## config.mk

```make
export PLATFORM = sky130hd
export DESIGN_NAME = t06_button_event_arbiter
export DESIGN_NICKNAME = d
export VERILOG_FILES = /design/src/rtl/t06_button_event_arbiter.sv
export SDC_FILE = /design/constraint.sdc
export NUM_CORES = 1
export LEC_CHECK = 0
export BUFFER_PORTS_ARGS = -buffer_cell sky130_fd_sc_hd__buf_2
export CAP_MARGIN = 40
export CORE_MARGIN = 5
export CORE_UTILIZATION = 60
export DETAILED_ROUTE_END_ITERATION = 10
export GPL_TIMING_DRIVEN = 0
export PLACE_DENSITY = 0.79
export SYNTH_ARGS = -nofsm -noshare
export SYNTH_HDL_FRONTEND = slang
export SYNTH_SLANG_ARGS = --single-unit
```

## constraint.sdc

```tcl
create_clock -name clk -period 4.5 [get_ports clk]
set_clock_uncertainty 0.05 [all_clocks]
set_input_delay 0.675 -clock clk [delete_from_list [all_inputs] [get_ports clk]]
set_output_delay 0.675 -clock clk [all_outputs]
set_load 0.01 [all_outputs]
```

## src/rtl/t06_button_event_arbiter.sv

```systemverilog
// Debounced multi-channel button front end with round-robin event serializer.
// Latency: btn rise to evt_valid is 3 clk edges after the first sampling edge (2 sync + pending stage).
// Backpressure: evt_valid/evt_code hold while evt_ready is low; new edges keep accumulating as pending bits.
//
// Ports:
//   clk, nrst         - clock (rising edge) and asynchronous active-low reset
//   btn[N_BTN]        - raw asynchronous button levels, 1 = pressed
//   evt_valid/evt_ready/evt_code - registered valid/ready event port, code = channel index
//   overflow, clr_ovf - sticky "edge hit an already-pending channel" flag and its synchronous clear
module t06_button_event_arbiter #(
    parameter int N_BTN      = 8,
    parameter int CODE_W     = 3,
    parameter int DEB_W      = 8,
    parameter int DEB_CYCLES = 200
) (
    input  logic              clk,
    input  logic              nrst,
    input  logic [N_BTN-1:0]  btn,
    output logic              evt_valid,
    input  logic              evt_ready,
    output logic [CODE_W-1:0] evt_code,
    output logic              overflow,
    input  logic              clr_ovf
);

    logic [N_BTN-1:0]  s1_q, s1_d;
    logic [N_BTN-1:0]  s2_q, s2_d;
    logic [N_BTN-1:0]  prev_q, prev_d;
    logic [N_BTN-1:0]  pending_q, pending_d;
    logic [DEB_W-1:0]  lock_q [N_BTN];
    logic [DEB_W-1:0]  lock_d [N_BTN];
    logic [CODE_W-1:0] ptr_q, ptr_d;
    logic              evt_valid_q, evt_valid_d;
    logic [CODE_W-1:0] evt_code_q, evt_code_d;
    logic              overflow_q, overflow_d;

    logic [N_BTN-1:0]  edge_det;
    logic [N_BTN-1:0]  grant_mask;
    logic              found;
    logic [CODE_W-1:0] sel;
    logic              load;

    // Synchronizer, edge detect and per-channel lockout. prev follows s2 even
    // while locked, so a level still high when the lockout ends is not an edge.
    always_comb begin
        s1_d   = btn;
        s2_d   = s1_q;
        prev_d = s2_q;
        for (int i = 0; i < N_BTN; i++) begin
            edge_det[i] = s2_q[i] & ~prev_q[i] & (lock_q[i] == '0);
            if (edge_det[i]) begin
                lock_d[i] = DEB_W'(DEB_CYCLES);
            end else if (lock_q[i] != '0) begin
                lock_d[i] = lock_q[i] - DEB_W'(1);
            end else begin
                lock_d[i] = '0;
            end
        end
    end

    // Round-robin search starting at ptr, wrapping modulo N_BTN.
    always_comb begin : rr_search
        int idx;
        idx   = 0;
        found = 1'b0;
        sel   = '0;
        for (int k = 0; k < N_BTN; k++) begin
            idx = int'(ptr_q) + k;
            if (idx >= N_BTN) begin
                idx = idx - N_BTN;
            end
            if (!found && pending_q[idx]) begin
                found = 1'b1;
                sel   = CODE_W'(idx);
            end
        end
    end

    // Output register reloads when empty or when the current event is taken.
    always_comb begin
        load        = ~evt_valid_q | evt_ready;
        grant_mask  = '0;
        evt_valid_d = evt_valid_q;
        evt_code_d  = evt_code_q;
        ptr_d       = ptr_q;
        if (load) begin
            evt_valid_d = found;
            if (found) begin
                evt_code_d = sel;
                grant_mask = N_BTN'(1) << sel;
                ptr_d      = (sel == CODE_W'(N_BTN - 1)) ? '0 : sel + CODE_W'(1);
            end
        end
        // A fresh edge on the channel being granted keeps its pending bit.
        pending_d = (pending_q & ~grant_mask) | edge_det;
        // Set beats clear so an overflow coinciding with clr_ovf is not lost.
        if (|(edge_det & pending_q)) begin
            overflow_d = 1'b1;
        end else if (clr_ovf) begin
            overflow_d = 1'b0;
        end else begin
            overflow_d = overflow_q;
        end
    end

    always_ff @(posedge clk or negedge nrst) begin
        if (!nrst) begin
            s1_q        <= '0;
            s2_q        <= '0;
            prev_q      <= '0;
            pending_q   <= '0;
            ptr_q       <= '0;
            evt_valid_q <= 1'b0;
            evt_code_q  <= '0;
            overflow_q  <= 1'b0;
            for (int i = 0; i < N_BTN; i++) begin
                lock_q[i] <= '0;
            end
        end else begin
            s1_q        <= s1_d;
            s2_q        <= s2_d;
            prev_q      <= prev_d;
            pending_q   <= pending_d;
            ptr_q       <= ptr_d;
            evt_valid_q <= evt_valid_d;
            evt_code_q  <= evt_code_d;
            overflow_q  <= overflow_d;
            for (int i = 0; i < N_BTN; i++) begin
                lock_q[i] <= lock_d[i];
            end
        end
    end

    assign evt_valid = evt_valid_q;
    assign evt_code  = evt_code_q;
    assign overflow  = overflow_q;

endmodule

```

==> results of run 1 <==
[cell usage in the layout (no fill, tap or decap), types with 8 or more instances in the layout]
| master | count |
|---|---|
| inv_1 | 30 |
| nand2b_1 | 14 |
| mux2_2 | 8 |
| xor2_1 | 15 |
| ha_1 | 24 |
| dfrtp_1 | 104 |
| clkbuf_8 | 9 |
| mux4_2 | 11 |
| nand3_1 | 8 |
| a21oi_1 | 17 |
| buf_2 | 18 |
| nand2_1 | 38 |
| nor2_1 | 71 |
| nor3_1 | 18 |
| nand3b_1 | 8 |
| o21ai_0 | 12 |
| xnor2_1 | 25 |
[per-layer routing]
layer,share of wire [%],vias up
met5,0,-
met4,1.3,0
met3,3.4,15
met2,52,83
met1,43,1969
li1,-,1894
[layout make-up]
| cell class | count | area (um2) |
|---|---|---|
| Fill cell | 675 | 3082 |
| Inverter | 31 | 116.4 |
| Multi-Input combinational cell | 376 | 2799 |
| Timing Repair Buffer | 17 | 110.1 |
| Clock buffer | 9 | 123.9 |
| Buffer | 13 | 75.07 |
| Clock inverter | 7 | 105.1 |
| Sequential cell | 104 | 2603 |
| Tap cell | 111 | 138.9 |
[critical path, delay by kind of cell, from the launching register on]
| family | cells | cell delay (ns) |
|---|---|---|
| adders and majority gates | 3 | 0.75 |
| DFF | 1 | 0.46 |
| AOI/OAI and AO/OA | 3 | 0.63 |
| and+or+nand+nor | 4 | 0.63 |
| muxes | 2 | 0.73 |
| buffers and inverters | 4 | 0.73 |
[logic make-up after synthesis]
| family | Yosys count | synth area share [%] |
|---|---|---|
| muxes | 37 | 10.47 |
| AOI/OAI and AO/OA | 74 | 9.508 |
| adders and majority gates | 24 | 5.369 |
| buffers and inverters | 44 | 3.423 |
| DFF | 104 | 46.53 |
| and+or+nand+nor | 199 | 17.85 |
| xor gates and xnor gates | 42 | 6.846 |
[state kept, by name, summed over array words and instances, names as in the netlist]
signal	count
lock_q	64
evt_code	3
ptr_q	3
evt_valid	1
s1_q	8
pending_q	8
prev_d	8
overflow	1
prev_q	8
[report_power, final]
group | internal [uW] | switching, uW | total [uW] | leakage (uW)
clock | 319 | 329 | 648 | 0.000109
sequential | 1300 | 335 | 1640 | 0.00123
combinational | 1080 | 1350 | 2430 | 0.00127
total | 2700 | 2010 | 4710 | 0.00261
[stage by stage]
step                util [%]  hold slack [ns]  instance area [um2]  cells  power [uW]
floorplan                  -           0.2812                 5593    524        3505
global placement       63.50           0.2823                 5812    651        3927
detailed placement     63.83           0.2856                 5842    652        4062
CTS                    66.33           0.3082                 6071    668        4727
global route           66.33           0.3152                 6071    668        5105
finish                 66.33           0.2805                 6071    668        4714
[path summary, 6_finish.rpt]
| check | from | to | slack, ns | cells after the start |
|---|---|---|---|---|
| max in group asynchronous | nrst | lock_q[36] | 3.43 | 2 |
| min reg2reg | s1_q[4] | prev_d[4] | 0.30 | 0 |
| min | nrst | lock_q[20] | 0.28 | 1 |
| max reg2reg | ptr_q[0] | ptr_q[0] | 0.37 | 16 |
| min in group clk | s1_q[4] | prev_d[4] | 0.30 | 0 |
| max | ptr_q[0] | ptr_q[0] | 0.37 | 16 |
==> reports/results.tsv, run 1 <==
stage	metric	value	unit
outcome	outcome	completed	
clock_network	Max clock buf depth	2	
finish	Ant. Diodes	0	
sta	endpoints failing hold	0	
synthesis	Seq/Total Area, Yosys	46.53	%
worst_setup_path	worst path required time	4.70	ns
power_and_ir_drop	Pwr Density	776.6	nW/um2
power_and_ir_drop	Peak VDD IR	0.4074	mV
placed_design	RePlAce Congestion	0.9086	
placed_design	PortBufs	16	
routing	via/cell ratio	5.930	
sta	Setup violations, final	0	
synthesis	Synth cell types	64	
sta	Tcrit/Tclk final	91.74	%
clock_network	htree depth	3	
synthesis	Synth area leader	dfrtp_1	
clock_network	CTS tree	yes	
worst_setup_path	slowest stage cell on the critical path	mux4_2	
sta	final worst setup slack	0.3717	ns
placed_design	dpl hpwl	7737	um
worst_setup_path	Worst path most repeated cell	ha_1	
clock_network	Clock Tree Root	clkbuf_8	
finish	area growth from synthesis to layout	8.546	%
synthesis	Yosys Warn Count	0	
sta	Final Critical Period	4.128	ns
floorplan	Starting Density	61.11	%
sta	Max Clk Rate	242.2	MHz
sta	fin. max-slew vios	0	
routing	drt pass-1 iters	6	
clock_network	clk sinks	104	
floorplan	die area	11350	um2
worst_setup_path	Worst Setup Start Kind	flop	
routing	initial drt markers	257	
worst_setup_path	CP cell instances	buf_6 > buf_6 > inv_1 > ha_1 > buf_2 > mux4_2 > mux2i_4 > nand2_2 > nor3_2 > nand2_1 > a21oi_1 > ha_1 > ha_1 > nor2_1 > a32oi_1 > o21ai_1	
floorplan	Die W	106.5	um
worst_setup_path	max incr delay on CP	0.49	ns
grt	GRT met3 Usage	4.007	%
synthesis	Syn Inst Count	524	
clock_network	postcts setup bufs	0	
routing	Antenna Violating Nets Remaining	0	
grt	global route overflow	0	
sta	worst slew pin tran	0.7773	ns
synthesis	Mapped Nets	560	
synthesis	register bit total from synthesis	104	
floorplan	Core ar.	9153	um2
clock_network	Gates resized, CTS repair	0	
floorplan	io pins	17	
floorplan	row count	35	
synthesis	Synth Flop Type	dfrtp_1	
grt	Global Route met1 Usage	26.09	%
grt	initial antenna violation count	0	
synthesis	Area contributors post-synth	dfrtp_1 (47%), ha_1 (5.4%), nor2_1 (4.8%)	
clock_network	Worst-path clk slew	0.10	ns
clock_network	Inserted Clock Buffers	9	
finish	fin nets	588	
synthesis	most frequent cell after synthesis	dfrtp_1	
clock_network	Skew-Pair Late Insertion Delay	0.36	ns
synthesis	top-area cell type share of the netlist area	46.53	%
power_and_ir_drop	leak pwr	0.002612	uW
grt	Top Usage Layer GRT	met2	
placed_design	dpl ws	0.4045	ns
synthesis	FFs w/ async S/R, synth	100.0	%
worst_setup_path	Critical Path AT	4.33	ns
job	Max Cap Viol	0	
synthesis	Netlist Area Pre-Place	5593	um2
worst_setup_path	CP max FO	10	
routing	final WL	10530	um
routing	Wirelength per Cell	15.76	um
hold_path	min-delay worst type	in -> async	
grt	largest net degree at the start of global routing	54	
grt	number of global-route vias before repair	4038	
grt	GRT met2 Usage	35.11	%
worst_setup_path	CP endpoint kind	flop	
sta	setup_tns	0	ns
worst_setup_path	Crit Path Category	reg -> reg	
routing	drt drc	0	
synthesis	syn avg cell area	10.67	um2
synthesis	Post-synth EDFFs	0	
sta	Max-slew headroom	48.04	%
finish	layout cells sized above 1	14.54	%
sta	unrepaired setup endpoints after global routing	false	
synthesis	top cells by count, synth	dfrtp_1 (104), nor2_1 (71), nand2_1 (38)	
grt	first-pass GRT wire length	18690	um
clock_network	# hold bufs at CTS	0	
grt	total track usage	20.36	%
floorplan	Die H	106.5	um
routing	vias	3961	
(Power assumes the default switching activity.)
==> inputs of run 2 (changes only) <==
CORE_UTILIZATION = 62   (was 60)
PLACE_DENSITY = 0.81   (was 0.79)
==> run 2 against run 1 <==
  * Count of clock-buffer cells in the layout increased by 1
  * Hold slack got worse by 0.062 ns
  * Utilization increased by 2.5 points
  * Critical path type unchanged
  * Global-route usage increased by 0.33 points
  * Die area decreased by 2.9%
  * Via count decreased by 0.18%
  * Total power decreased by 1.6%
  * Sequential power about the same
  * Combinational power about the same
==> reports/results.tsv, run 2 (synthesized netlist as in run 1, its figures left out) <==
stage	metric	value	unit
routing	Wirelength per Cell	16.23	um
power_and_ir_drop	leak pwr	0.002594	uW
routing	drt drc	0	
floorplan	Die W	105.0	um
sta	final worst setup slack	0.4013	ns
worst_setup_path	CP cell instances	buf_6 > buf_6 > inv_1 > ha_1 > buf_2 > mux4_2 > mux2i_4 > nand2_2 > nor3_2 > nand2_1 > a21oi_1 > ha_1 > ha_1 > nor2_1 > a32oi_1 > o21ai_1	
clock_network	Clock Tree Root	clkbuf_8	
finish	number of flip-flops under the largest register name	64	
finish	fin nets	588	
placed_design	RePlAce Congestion	0.9212	
worst_setup_path	Worst path most repeated cell	ha_1	
clock_network	Max clock buf depth	2	
finish	layout cells sized above 1	14.54	%
power_and_ir_drop	Pwr Density	769.8	nW/um2
worst_setup_path	worst path required time	4.70	ns
clock_network	Inserted Clock Buffers	9	
worst_setup_path	r2r setup slk	0.40	ns
worst_setup_path	worst r2r path cells	16	
power_and_ir_drop	clock share of power	11.9	%
clock_network	Skew-Pair Late Insertion Delay	0.37	ns
sta	Max Clk Rate	244.0	MHz
finish	filler cell count	660	
worst_setup_path	max incr delay on CP	0.48	ns
worst_setup_path	critical path capture point	ptr_q[0]	
routing	initial drt markers	231	
power_and_ir_drop	Peak VDD IR	0.3352	mV
worst_setup_path	Critical Path AT	4.30	ns
grt	first-pass GRT wire length	18820	um
grt	initial antenna violation count	0	
finish	area growth from synthesis to layout	7.785	%
finish	commonest non-fill, non-tap cells in the layout	dfrtp_1 (104), nor2_1 (71), nand2_1 (38), inv_1 (30), xnor2_1 (25)	
worst_setup_path	slowest stage cell on the critical path	mux4_2	
clock_network	htree depth	3	
worst_setup_path	Crit Path Category	reg -> reg	
routing	drt pass-1 iters	4	
floorplan	Core ar.	8763	um2
placed_design	dpl ws	0.4374	ns
sta	setup_tns	0	ns
routing	via/cell ratio	5.946	
power_and_ir_drop	switching share of power	43.90	%
power_and_ir_drop	P_int	2603	uW
grt	number of global-route vias before repair	4017	
grt	global route overflow	0	
floorplan	die area	11020	um2
sta	fin. max-slew vios	0	
power_and_ir_drop	switching pwr	2037	uW
power_and_ir_drop	sequential share of power	35.4	%
worst_setup_path	Reg2Reg Launch Point	ptr_q[0]	
outcome	outcome	completed	
hold_path	min-delay worst type	in -> async	
clock_network	Worst-path clk slew	0.10	ns
worst_setup_path	Worst Setup Start Kind	flop	
floorplan	row count	34	
worst_setup_path	CP Launch Point	ptr_q[0]	
grt	total track usage	20.68	%
routing	final WL	10790	um
clock_network	clk sinks	104	
worst_setup_path	CP endpoint kind	flop	
sta	Setup violations, final	0	
finish	Ant. Diodes	0	
sta	Max-slew headroom	49.65	%
sta	unrepaired setup endpoints after global routing	false	
worst_setup_path	RR Endpoint	ptr_q[0]	
clock_network	CTS tree	yes	
placed_design	dpl hpwl	7793	um
power_and_ir_drop	combinational fraction of design power	52.7	%
job	Max Cap Viol	0	
worst_setup_path	CP max FO	10	
finish	Top reg by flops	lock_q	
sta	worst slew pin tran	0.7533	ns
placed_design	PortBufs	16	
clock_network	# hold bufs at CTS	0	
sta	endpoints failing hold	0	
floorplan	Die H	105.0	um
floorplan	io pins	17	
floorplan	Starting Density	63.82	%
clock_network	Gates resized, CTS repair	0	
sta	Tcrit/Tclk final	91.08	%
grt	largest net degree at the start of global routing	67	
sta	Final Critical Period	4.099	ns
clock_network	postcts setup bufs	0	
sta	Min Hold Slack	0.2189	ns
finish	commonest non-fill, non-tap cell in the layout	dfrtp_1	
routing	Antenna Violating Nets Remaining	0	
routing	vias	3954	
==> run 2: per-stage QoR <==
step                      std cells  util (%)  cell area, um2  power, uW
after floorplan                 524         -            5593       3505
after global placement          648     66.28            5808       3913
after detailed placement        649     66.62            5838       4058
after CTS                       665     68.79            6028       4635
after global routing            665     68.79            6028       5009
final                           665     68.79            6028       4641
==> run 2: worst max-delay path: cells and delay by family, from the launching register on <==
family	cells	cell delay [ns]
buffers and inverters	4	0.72
DFF	1	0.45
and+or+nand+nor	4	0.66
muxes	2	0.72
adders and majority gates	3	0.73
AOI/OAI and AO/OA	3	0.66
==> run 2: worst min-delay path by stage <==
stage	slack (ns)	to
after floorplan	0.28	prev_d[0]
after global placement	0.28	prev_d[6]
after detailed placement	0.29	prev_d[3]
after CTS	0.23	prev_d[5]
after global routing	0.26	lock_q[21]
final	0.22	lock_q[21]
==> run 2: routing by layer <==
| metal | wire length, um | up-vias | GRT usage (%) |
|---|---|---|---|
| met4 | 279 | 0 | 8.128 |
| met5 | 0 | - | 0 |
| met3 | 388 | 24 | 2.528 |
| met1 | 4679 | 1955 | 27.39 |
| li1 | - | 1886 | - |
| met2 | 5443 | 89 | 34.85 |
==> run 2: area by class of cell <==
cell class / instances / area (um2) / share of cell area [%]
Clock inverter: 6 / 52.55 / 0.8717
Inverter: 31 / 116.4 / 1.930
Sequential cell: 104 / 2603 / 43.17
Buffer: 13 / 75.07 / 1.245
Tap cell: 108 / 135.1 / 2.242
Timing Repair Buffer: 17 / 110.1 / 1.826
Clock buffer: 10 / 137.6 / 2.283
Multi-Input combinational cell: 376 / 2799 / 46.43
==> run 2: power by group through the flow <==
| stage | clock network, uW | logic, uW | registers, uW |
|---|---|---|---|
| floorplan | 0 | 1930 | 1580 |
| global placement | 0 | 2290 | 1620 |
| detailed placement | 0 | 2410 | 1650 |
| CTS | 565 | 2430 | 1640 |
| global route | 604 | 2710 | 1700 |
| finish | 551 | 2450 | 1640 |
